**config.mk**
```make
export PLATFORM = sky130hd
export DESIGN_NAME = fetch_sequencer
export DESIGN_NICKNAME = d
export VERILOG_FILES = /design/src/rtl/fetch_seq_pkg.sv /design/src/rtl/fetch_sequencer_load_use_detect.sv /design/src/rtl/fetch_sequencer.sv
export SDC_FILE = /design/constraint.sdc
export NUM_CORES = 1
export LEC_CHECK = 0
export ABC_CLOCK_PERIOD_IN_PS = 1800
export CAP_MARGIN = 40
export CORE_UTILIZATION = 32
export CTS_CLUSTER_SIZE = 30
export DETAILED_ROUTE_END_ITERATION = 10
export PLACE_DENSITY_LB_ADDON = 0.2
export SETUP_SLACK_MARGIN = 0.05
export SYNTH_ARGS = -nofsm -noshare
export SYNTH_HDL_FRONTEND = slang
export SYNTH_SLANG_ARGS = --single-unit
```
**constraint.sdc**
```tcl
create_clock -name clock -period 1.8 [get_ports clock]
set_clock_uncertainty 0.05 [all_clocks]
set_input_delay 0.18 -clock clock [delete_from_list [all_inputs] [get_ports clock]]
set_output_delay 0.18 -clock clock [all_outputs]
set_load 0.03 [all_outputs]
```
**src/rtl/fetch_seq_pkg.sv**
```systemverilog
// fetch_seq_pkg
// Shared types and widths for the fetch sequencer and its helpers.
// It provides:
//   - seq_state_e : the FSM state enum. Its encoding is exported on seq_state.
//   - STATE_W     : width of the state encoding.
//   - REG_IDX_W   : width of a register index.
//   - ADDR_W      : width of an address or offset.
package fetch_seq_pkg;

  localparam int STATE_W   = 3;
  localparam int REG_IDX_W = 5;
  localparam int ADDR_W    = 32;

  typedef enum logic [STATE_W-1:0] {
    ST_BOOT    = 3'd0,
    ST_RUN     = 3'd1,
    ST_LOADUSE = 3'd2,
    ST_MEMWAIT = 3'd3,
    ST_FLUSH   = 3'd4,
    ST_HALT    = 3'd5
  } seq_state_e;

endpackage

```
**src/rtl/fetch_sequencer_load_use_detect.sv**
```systemverilog
// load_use_detect
// Purely combinational load-use hazard detector. The forwarding unit can
// reuse it.
//
// A hazard exists when the EX-stage instruction is a load, its destination
// is not x0, and the decode-stage instruction reads that register.
//
// Ports:
//   id_rs1, id_rs2           : decode-stage source register indices
//   id_uses_rs1, id_uses_rs2 : decode instruction actually reads rs1 / rs2
//   ex_is_load               : EX-stage instruction is a load
//   ex_rd                    : EX-stage destination register index
//   hazard                   : load-use hazard present this cycle
module load_use_detect
  import fetch_seq_pkg::*;
(
  input  logic [REG_IDX_W-1:0] id_rs1,
  input  logic [REG_IDX_W-1:0] id_rs2,
  input  logic                 id_uses_rs1,
  input  logic                 id_uses_rs2,
  input  logic                 ex_is_load,
  input  logic [REG_IDX_W-1:0] ex_rd,
  output logic                 hazard
);

  logic rs1_hit;
  logic rs2_hit;

  assign rs1_hit = id_uses_rs1 && (id_rs1 == ex_rd);
  assign rs2_hit = id_uses_rs2 && (id_rs2 == ex_rd);

  // x0 is hard-wired to zero, so a load into x0 can never create a dependency.
  assign hazard = ex_is_load && (ex_rd != '0) && (rs1_hit || rs2_hit);

endmodule

```
**src/rtl/fetch_sequencer.sv**
```systemverilog
// fetch_sequencer
// Sequences the program counter and the IF/ID and ID/EX pipeline registers.
// It arbitrates three causes of a PC change, in priority order:
//   1. a taken branch redirect from EX;
//   2. an instruction-memory wait;
//   3. a load-use hazard.
// It also detects an instruction-fetch timeout, sets a sticky fault and
// halts the front end.
//
// Outputs are Mealy: combinational from the current state and inputs.
// The state and counters update on the rising clock edge.
//
// Parameters:
//   BRANCH_PENALTY : wrong-path cycles flushed after a taken branch (1..7)
//   MEM_TIMEOUT    : consecutive not-ready cycles before a fetch fault (1..255)
//
// Ports:
//   clock, reset          : rising-edge clock; asynchronous active-high reset
//   imem_req, imem_ready  : fetch request out; fetch data valid in
//   id_rs1, id_rs2,
//   id_uses_rs1/2         : decode-stage operand usage
//   ex_is_load, ex_rd     : EX-stage load and destination register
//   br_valid, br_taken,
//   br_offset             : EX branch resolution and offset
//   pc_stall, pc_succ,
//   pc_new_addr           : PC control (hold / take offset / offset value)
//   flush_ifid,
//   flush_idex,
//   stall_ifid            : pipeline register control
//   fetch_fault           : sticky fetch-timeout flag, cleared only by reset
//   seq_state             : current FSM state encoding
//
// Optional build macro FETCH_SEQ_PERF_EN adds two saturating counters:
//   perf_stall_cycles : cycles with pc_stall=1 outside BOOT
//   perf_redirects    : cycles with pc_succ=1
module fetch_sequencer
  import fetch_seq_pkg::*;
#(
  parameter int BRANCH_PENALTY = 2,
  parameter int MEM_TIMEOUT    = 15
) (
  input  logic                 clock,
  input  logic                 reset,
  output logic                 imem_req,
  input  logic                 imem_ready,
  input  logic [REG_IDX_W-1:0] id_rs1,
  input  logic [REG_IDX_W-1:0] id_rs2,
  input  logic                 id_uses_rs1,
  input  logic                 id_uses_rs2,
  input  logic                 ex_is_load,
  input  logic [REG_IDX_W-1:0] ex_rd,
  input  logic                 br_valid,
  input  logic                 br_taken,
  input  logic [ADDR_W-1:0]    br_offset,
  output logic                 pc_stall,
  output logic                 pc_succ,
  output logic [ADDR_W-1:0]    pc_new_addr,
  output logic                 flush_ifid,
  output logic                 flush_idex,
  output logic                 stall_ifid,
  output logic                 fetch_fault,
`ifdef FETCH_SEQ_PERF_EN
  output logic [31:0]          perf_stall_cycles,
  output logic [31:0]          perf_redirects,
`endif
  output logic [STATE_W-1:0]   seq_state
);

  // The FLUSH counter starts at BRANCH_PENALTY-1. The redirect cycle itself
  // is the first flushed wrong-path cycle.
  localparam logic [2:0] FLUSH_RELOAD = 3'(BRANCH_PENALTY - 1);
  localparam logic [8:0] TIMEOUT_LIM  = 9'(MEM_TIMEOUT);

  seq_state_e state_q, state_d;
  logic [2:0] cnt_q, cnt_d;
  logic [7:0] wcnt_q, wcnt_d;
  logic       fault_q, fault_d;

  logic       hz;
  logic       taken;
  logic [8:0] wcnt_inc;

  load_use_detect u_load_use_detect (
    .id_rs1      (id_rs1),
    .id_rs2      (id_rs2),
    .id_uses_rs1 (id_uses_rs1),
    .id_uses_rs2 (id_uses_rs2),
    .ex_is_load  (ex_is_load),
    .ex_rd       (ex_rd),
    .hazard      (hz)
  );

  assign taken    = br_valid && br_taken;
  // One extra bit so that the timeout compare cannot wrap.
  assign wcnt_inc = {1'b0, wcnt_q} + 9'd1;

  always_comb begin
    state_d     = state_q;
    cnt_d       = cnt_q;
    wcnt_d      = wcnt_q;
    fault_d     = fault_q;
    imem_req    = 1'b0;
    pc_stall    = 1'b0;
    pc_succ     = 1'b0;
    pc_new_addr = '0;
    flush_ifid  = 1'b0;
    flush_idex  = 1'b0;
    stall_ifid  = 1'b0;

    case (state_q)
      ST_BOOT: begin
        pc_stall = 1'b1;
        state_d  = ST_RUN;
      end

      // RUN, LOADUSE and MEMWAIT all honour a taken branch first.
      ST_RUN, ST_LOADUSE, ST_MEMWAIT: begin
        imem_req = 1'b1;
        if (taken) begin
          // A redirect discards any pending fetch, including one in MEMWAIT.
          pc_succ     = 1'b1;
          pc_new_addr = br_offset;
          flush_ifid  = 1'b1;
          flush_idex  = 1'b1;
          wcnt_d      = '0;
          if (BRANCH_PENALTY == 1) begin
            state_d = ST_RUN;
          end else begin
            state_d = ST_FLUSH;
            cnt_d   = FLUSH_RELOAD;
          end
        end else if (state_q == ST_MEMWAIT) begin
          if (imem_ready) begin
            wcnt_d  = '0;
            state_d = ST_RUN;
          end else begin
            pc_stall   = 1'b1;
            stall_ifid = 1'b1;
            flush_idex = 1'b1;
            wcnt_d     = wcnt_inc[7:0];
            if (wcnt_inc >= TIMEOUT_LIM) begin
              fault_d = 1'b1;
              state_d = ST_HALT;
            end
          end
        end else if (!imem_ready) begin
          // The first not-ready cycle counts toward the timeout.
          pc_stall   = 1'b1;
          stall_ifid = 1'b1;
          flush_idex = 1'b1;
          wcnt_d     = 8'd1;
          state_d    = ST_MEMWAIT;
        end else if (hz && (state_q == ST_RUN)) begin
          // In LOADUSE, EX already holds the bubble, so hz is masked.
          pc_stall   = 1'b1;
          stall_ifid = 1'b1;
          flush_idex = 1'b1;
          state_d    = ST_LOADUSE;
        end else begin
          state_d = ST_RUN;
        end
      end

      ST_FLUSH: begin
        // br_valid here belongs to a wrong-path instruction and is ignored.
        imem_req   = 1'b1;
        flush_ifid = 1'b1;
        if (!imem_ready) begin
          pc_stall = 1'b1;
        end else if (cnt_q <= 3'd1) begin
          cnt_d   = '0;
          state_d = ST_RUN;
        end else begin
          cnt_d = cnt_q - 3'd1;
        end
      end

      ST_HALT: begin
        pc_stall   = 1'b1;
        stall_ifid = 1'b1;
        flush_idex = 1'b1;
      end

      default: begin
        pc_stall = 1'b1;
        state_d  = ST_BOOT;
      end
    endcase
  end

  always_ff @(posedge clock or posedge reset) begin
    if (reset) begin
      state_q <= ST_BOOT;
      cnt_q   <= '0;
      wcnt_q  <= '0;
      fault_q <= 1'b0;
    end else begin
      state_q <= state_d;
      cnt_q   <= cnt_d;
      wcnt_q  <= wcnt_d;
      fault_q <= fault_d;
    end
  end

  assign fetch_fault = fault_q;
  assign seq_state   = state_q;

`ifdef FETCH_SEQ_PERF_EN
  logic [31:0] perf_stall_cycles_q, perf_stall_cycles_d;
  logic [31:0] perf_redirects_q, perf_redirects_d;

  function automatic logic [31:0] sat_inc(input logic [31:0] v);
    return (v == 32'hFFFF_FFFF) ? v : v + 32'd1;
  endfunction

  always_comb begin
    perf_stall_cycles_d = perf_stall_cycles_q;
    perf_redirects_d    = perf_redirects_q;
    if (pc_stall && (state_q != ST_BOOT)) begin
      perf_stall_cycles_d = sat_inc(perf_stall_cycles_q);
    end
    if (pc_succ) begin
      perf_redirects_d = sat_inc(perf_redirects_q);
    end
  end

  always_ff @(posedge clock or posedge reset) begin
    if (reset) begin
      perf_stall_cycles_q <= '0;
      perf_redirects_q    <= '0;
    end else begin
      perf_stall_cycles_q <= perf_stall_cycles_d;
      perf_redirects_q    <= perf_redirects_d;
    end
  end

  assign perf_stall_cycles = perf_stall_cycles_q;
  assign perf_redirects    = perf_redirects_q;
`endif

endmodule

```
======== After elaboration in Yosys (flattened, before gate mapping) ========
Cells that the tools add are included.
operators by class
  reduce and logical (&&, ||, !) cells .... 16
  $lt $le $gt $ge ......................... 2
  bitwise logic cells ..................... 3
  muxes and demuxes ....................... 32
  add/sub/neg operators ................... 2
  equal/unequal tests ..................... 12
operators with widths
  operator               count
  $mux W32               2
  $mux W8                4
  $mux W3                9
  $pmux W3 S4            1
  $eq A5 B5 Y1           2
  $add A8 B1 Y9 const B  1
  $ge A9 B4 Y1 const B   1
  $mux W1                9
  $pmux W1 S2            4
  $eq A3 B2 Y1 const B   2
  $eq A3 B3 Y1 const B   2
  $logic_and A1 B1 Y1    6
  $ne A2 B2 Y1 const B   3
  $pmux W3 S2            1
  $ne A5 B5 Y1 const B   1
  $reduce_and A5 Y1      1
  $reduce_bool A5 Y1     1
  $mux W2                2
  $reduce_and A4 Y1      1
  $reduce_or A4 Y1       1
  $eq A3 B1 Y1 const B   1
  $le A3 B1 Y1 const B   1
  $logic_not A3 Y1       1
  $ne A3 B1 Y1 const B   1
  7 further kinds        9
storage, ports and cells
  flip-flop bits (word level) ............. 15

======== Logic depth before layout (Yosys ltp) ========
  depth in word-level cells ............... 10
  depth in mapped cells ................... 8

======== Hierarchy ========
Synthesis repeated with hierarchy kept, for this count alone.
unflattened totals
  cell total of the unflattened synthesis .. 190
  area total of the unflattened synthesis .. 1438.9 µm²
modules (own cells, without submodules)
  module           area an instance (µm²)  cells each  instances
  fetch_sequencer  1305.0                  173         1
  load_use_detect  133.9                   17          1

======== Worst setup path before layout ========
Ideal clock, no wire load.
  path type ............................... reg-to-output
  start ................................... reg state_q[2] (netlist: seq_state[2])
  end ..................................... out stall_ifid
  data arrival time ....................... 2154 ps
  path buffers ............................ 1
  slack ................................... -584 ps
  cell stages (with the launch flop) ...... 8
  path through ............................ dfrtp_1 buf_2 inv_1 and4_1 o21ai_0 a21oi_1 o21ai_0 a211oi_1
between the ends
  cells in the longest elaborated chain, start to end .. 7
  elaborated cells on any way between the ends .. 11
ends and longest elaborated chain
  element                 RTL line                                        RTL
  from (decl)             fetch_sequencer.sv:74                           seq_state_e state_q, state_d;
  from (signal assigned)  fetch_sequencer.sv:198                          state_q <= state_d;
  $eq A3 B1 Y1            fetch_sequencer.sv:110, fetch_sequencer.sv:153
  $logic_and A1 B1 Y1     fetch_sequencer.sv:153                          end else if (hz && (state_q == ST_RUN)) begin
  $mux W1                 fetch_sequencer.sv:153
  $mux W1                 fetch_sequencer.sv:146                          end else if (!imem_ready) begin
  $mux W1                 fetch_sequencer.sv:132                          end else if (state_q == ST_MEMWAIT) begin
  $mux W1                 fetch_sequencer.sv:119                          if (taken) begin
  $pmux W1 S2 *           fetch_sequencer.sv:110                          case (state_q)
  to (decl)               fetch_sequencer.sv:60                           output logic stall_ifid,
Every way passes the cells marked *; elsewhere a longest branch is shown, timed or not.

======== Worst setup path in the final report ========
  start ................................... in id_rs1[3]
  end ..................................... out stall_ifid
between the ends
  cells in the longest elaborated chain, start to end .. 10
ends and longest elaborated chain
  element              RTL line                               RTL
  from (decl)          fetch_sequencer.sv:46                  input logic [REG_IDX_W-1:0] id_rs1,
  $eq A5 B5 Y1         fetch_sequencer_load_use_detect.sv:29  assign rs1_hit = id_uses_rs1 && (id_rs1 == ex_rd);
  $logic_and A1 B1 Y1  fetch_sequencer_load_use_detect.sv:29
  $logic_or A1 B1 Y1   fetch_sequencer_load_use_detect.sv:33  assign hazard = ex_is_load && (ex_rd != '0) && (rs1_hit || rs2_hit);
  $logic_and A1 B1 Y1  fetch_sequencer_load_use_detect.sv:33
  $logic_and A1 B1 Y1  fetch_sequencer.sv:153
  $mux W1              fetch_sequencer.sv:153
  $mux W1              fetch_sequencer.sv:146
  $mux W1              fetch_sequencer.sv:132
  $mux W1              fetch_sequencer.sv:119
  $pmux W1 S2          fetch_sequencer.sv:110
No other way between the ends.

==> flow_metrics.py <==
metrics = {
    "clocking": {
        "cts.root.buffer_cell": "sky130_fd_sc_hd__clkbuf_8",
        "htree_levels": 1,
        "cts_buffer_depth": 2,
        "clk_pin_slew_worst_paths_ns": 0.07,
        "hold_buffers": 0,
        "cts_inserted_buffers": 3,
        "clock_tree_from_tritoncts": "done",
        "clock_sinks": 15,
        "clk-insertion-delay-late_ns": 0.25,
    },
    "yosys": {
        "syn-num-nets": 240,
        "yosysTopAreaCell": "sky130_fd_sc_hd__dfrtp_1",
        "postSynth.topFlopCell": "sky130_fd_sc_hd__dfrtp_1",
        "post_synth_instance_area_um2": 1370,
        "synth_common_cells": "sky130_fd_sc_hd__and2_1 (34), sky130_fd_sc_hd__o21ai_0 (17), sky130_fd_sc_hd__dfrtp_1 (15), sky130_fd_sc_hd__nand2_1 (12), sky130_fd_sc_hd__nor2_1 (12)",
        "ys_seq_area_frac": 0.273,
        "post_synth_num_cell_types": 40,
        "netlist_instances": 181,
        "ys_ff_latch": 15,
        "synthMostInstantiatedCell": "sky130_fd_sc_hd__and2_1",
        "synth_top_cell_area_share": 0.273,
        "yosysWarningCount": 0,
        "post_synth_main_area_contributors": "sky130_fd_sc_hd__dfrtp_1 (27%), sky130_fd_sc_hd__and2_1 (15%), sky130_fd_sc_hd__o21ai_0 (6.2%), sky130_fd_sc_hd__xor2_1 (5.7%), sky130_fd_sc_hd__nand3_1 (4.0%)",
        "edff_count_synth": 0,
        "syn_area_per_cell_um2": 7.59,
        "synthArstFlopShare": 1.00,
    },
    "route": {
        "drcViolationCount": 0,
        "routed-via-count": 2243,
        "wl_mm": 8.48,
        "final_antenna_net_count": 0,
        "viasPerCell": 5.71,
        "detailedRoute.firstPassIterationCount": 4,
        "dr.first_iter.drc_count": 201,
        "wl_per_cell_um": 21.6,
    },
    "die": {
        "fp.dieH_um": 67.5,
        "core_area_um2": 4060,
        "die-area_um2": 4560,
        "ios": 97,
        "die_x_um": 67.5,
        "initial_utilization": 0.339,
        "rows": 23,
    },
    "worst_setup_path": {
        "worstPathArrival_ns": 1.92,
        "reg2reg_setup_slack_ns": -0.23,
        "critical_path_class": "in2out",
        "critPathCaptureType": "output pin",
        "regToRegStartpoint": "wcnt_q[0]",
        "worst_r2r_path_depth": 8,
        "critPathRequiredTime_ns": 1.57,
        "startpoint_type": "input port",
        "crit_path_max_fanout": 2,
        "timing.rr.end": "seq_state[0]",
    },
    "power": {
        "cell_internal_pwr_uw": 2140,
        "net_switching_power_uw": 1830,
        "power_leakage_uw": 0.00162,
        "ir_worst_vdd_uv": 899,
        "report.power.total_uw": 3970,
        "power_density_nw_per_um2": 1130,
        "power.clock.fraction": 0.071,
        "comb_power_share": 0.806,
        "switching_share": 0.462,
        "power.share.sequential": 0.124,
    },
    "place": {
        "port_buffers": 96,
        "detailedPlacementHpwl_mm": 4.08,
        "finalWeightedCongestion": 0.860,
        "place_ws_ns": -0.797,
        "dpl-instance-area_um2": 2700,
    },
    "min_path": {
        "hold_removal_path_class": "in2async",
    },
    "timing": {
        "timing.final.max_slew_violations": 0,
        "hold_viol": 0,
        "finalWorstPathRequiredPeriod_ns": 2.15,
        "period_share": 1.19,
        "timing.setup.tns_ns": -5.36,
        "slew-limit-headroom": 0.608,
        "achievable-frequency_mhz": 466,
        "tightest_slew_ns": 0.587,
        "setup_repair_after_global_routing_missed_its_margin": "yes",
        "setup_ws_ns": -0.345,
        "report.final.setup_viol": 43,
    },
    "outcome": {
        "run_status": "finished, violations left",
        "failed_checks": "setup timing",
    },
    "global_route": {
        "global_route_wire_length_before_repair_mm": 11.0,
        "maximum_number_of_pins_on_one_net_before_global_route_repair": 16,
        "grt_overflow": 0,
        "grt_antenna_before_repair": 0,
        "grt.total_usage": 0.330,
        "first_global_vias": 2253,
    },
    "finish": {
        "area_of_the_multi_input_gates_um2": 1280,
        "n_antenna_cell": 0,
        "finalNetCount": 403,
        "design_area_um2": 3520,
        "seq_area_um2": 379,
        "drive_gt1_frac": 0.583,
        "n_fill_cell": 165,
        "area_delta_synth_final_pct": 156,
        "postLayoutCoreUtil": 0.868,
    },
    "job": {
        "max-cap-violations": 0,
    },
}
-- layout by cell type (no fill, tap or decap), types with 3 or more instances in the layout --
master | Yosys | routed
sky130_fd_sc_hd__ha_1 | 4 | 3
sky130_fd_sc_hd__a21oi_2 | 0 | 3
sky130_fd_sc_hd__dfrtp_1 | 15 | 12
sky130_fd_sc_hd__dlygate4sd2_1 | 0 | 3
sky130_fd_sc_hd__buf_16 | 0 | 3
sky130_fd_sc_hd__buf_6 | 0 | 50
sky130_fd_sc_hd__a21oi_1 | 8 | 5
sky130_fd_sc_hd__dfrtp_2 | 0 | 3
sky130_fd_sc_hd__nand3_1 | 11 | 10
sky130_fd_sc_hd__buf_12 | 0 | 5
sky130_fd_sc_hd__xor2_1 | 9 | 8
sky130_fd_sc_hd__xnor2_1 | 4 | 3
sky130_fd_sc_hd__clkdlybuf4s15_1 | 0 | 4
sky130_fd_sc_hd__and2_4 | 0 | 32
sky130_fd_sc_hd__buf_2 | 2 | 4
sky130_fd_sc_hd__nand2_4 | 0 | 3
sky130_fd_sc_hd__o21ai_0 | 17 | 11
sky130_fd_sc_hd__buf_8 | 0 | 5
sky130_fd_sc_hd__nand2_1 | 12 | 8
sky130_fd_sc_hd__clkdlybuf4s50_1 | 0 | 42
sky130_fd_sc_hd__inv_2 | 0 | 4
sky130_fd_sc_hd__buf_4 | 0 | 46
sky130_fd_sc_hd__nor2_1 | 12 | 7
sky130_fd_sc_hd__clkbuf_8 | 0 | 3
sky130_fd_sc_hd__nor2_4 | 0 | 4
sky130_fd_sc_hd__inv_1 | 10 | 5
-- registers in the layout (all words and copies together) (netlist names) --
signal and count:
seq_state 3, fetch_fault 1, cnt_q 3, wcnt_q 8
-- routing by layer --
layer  global-route usage  routed length, um  vias up
li1                     -                  -      960
met1                0.390               3050     1088
met2                0.592               4480      165
met3               0.0524                635       30
met4                0.120                314        0
met5                    0                  0        -
-- worst max-delay path, stage by stage --
cell and delay (ns):
sky130_fd_sc_hd__clkdlybuf4s15_1 0.20, sky130_fd_sc_hd__xor2_1 0.17, sky130_fd_sc_hd__nor4_2 0.29, sky130_fd_sc_hd__nand3_1 0.20, sky130_fd_sc_hd__a21oi_2 0.22, sky130_fd_sc_hd__buf_6 0.14, sky130_fd_sc_hd__o21ai_4 0.07, sky130_fd_sc_hd__a211oi_4 0.27
sky130_fd_sc_hd__buf_6 0.18
-- cell families after synthesis --
kind of cell / synth area share
compound gates: 0.201
xor+xnor: 0.0829
fa+ha+maj: 0.0364
buf+inv: 0.0519
flops: 0.273
mux: 0.0164
simple gates: 0.338
-- power groups by stage --
stage	logic [uW]	clock network [uW]	registers, uW
2_1_floorplan	1070	0	568
3_3_place_gp	2100	0	465
3_5_place_dp	2120	0	463
4_1_cts	2700	274	479
5_1_grt	3310	298	495
6_report	3200	280	490
-- worst max-delay path by stage --
stage | from | to | depth (start not counted)
global route | id_rs1[3] | stall_ifid | 9
CTS | ex_rd[1] | stall_ifid | 10
detailed placement | ex_rd[4] | flush_idex | 7
finish | id_rs1[3] | stall_ifid | 9
floorplan | wcnt_q[1] | seq_state[0] | 8
global placement | ex_rd[2] | flush_idex | 6
-- per-stage QoR --
stage / hold WS, ns / cells
5_1_grt: 0.315 / 393
2_1_floorplan: 0.0313 / 181
4_1_cts: 0.265 / 384
3_5_place_dp: 0.413 / 357
6_report: 0.238 / 393
3_3_place_gp: 0.417 / 357
-- area by class of cell --
cell class | instances | share of cell area
clock buffer | 3 | 0.0117
clock inverter | 1 | 0.00142
inverter | 11 | 0.0160
multi-input combinational | 148 | 0.364
sequential | 15 | 0.108
tap | 50 | 0.0178
timing repair buffer | 165 | 0.481
-- timing repair --
action,CTS,global route
buffers inserted,22,13
endpoints found under the setup margin,40,50
gates cloned,5,0
gates resized for setup,145,54
pin swaps,36,41
(Power assumes the default switching activity.)
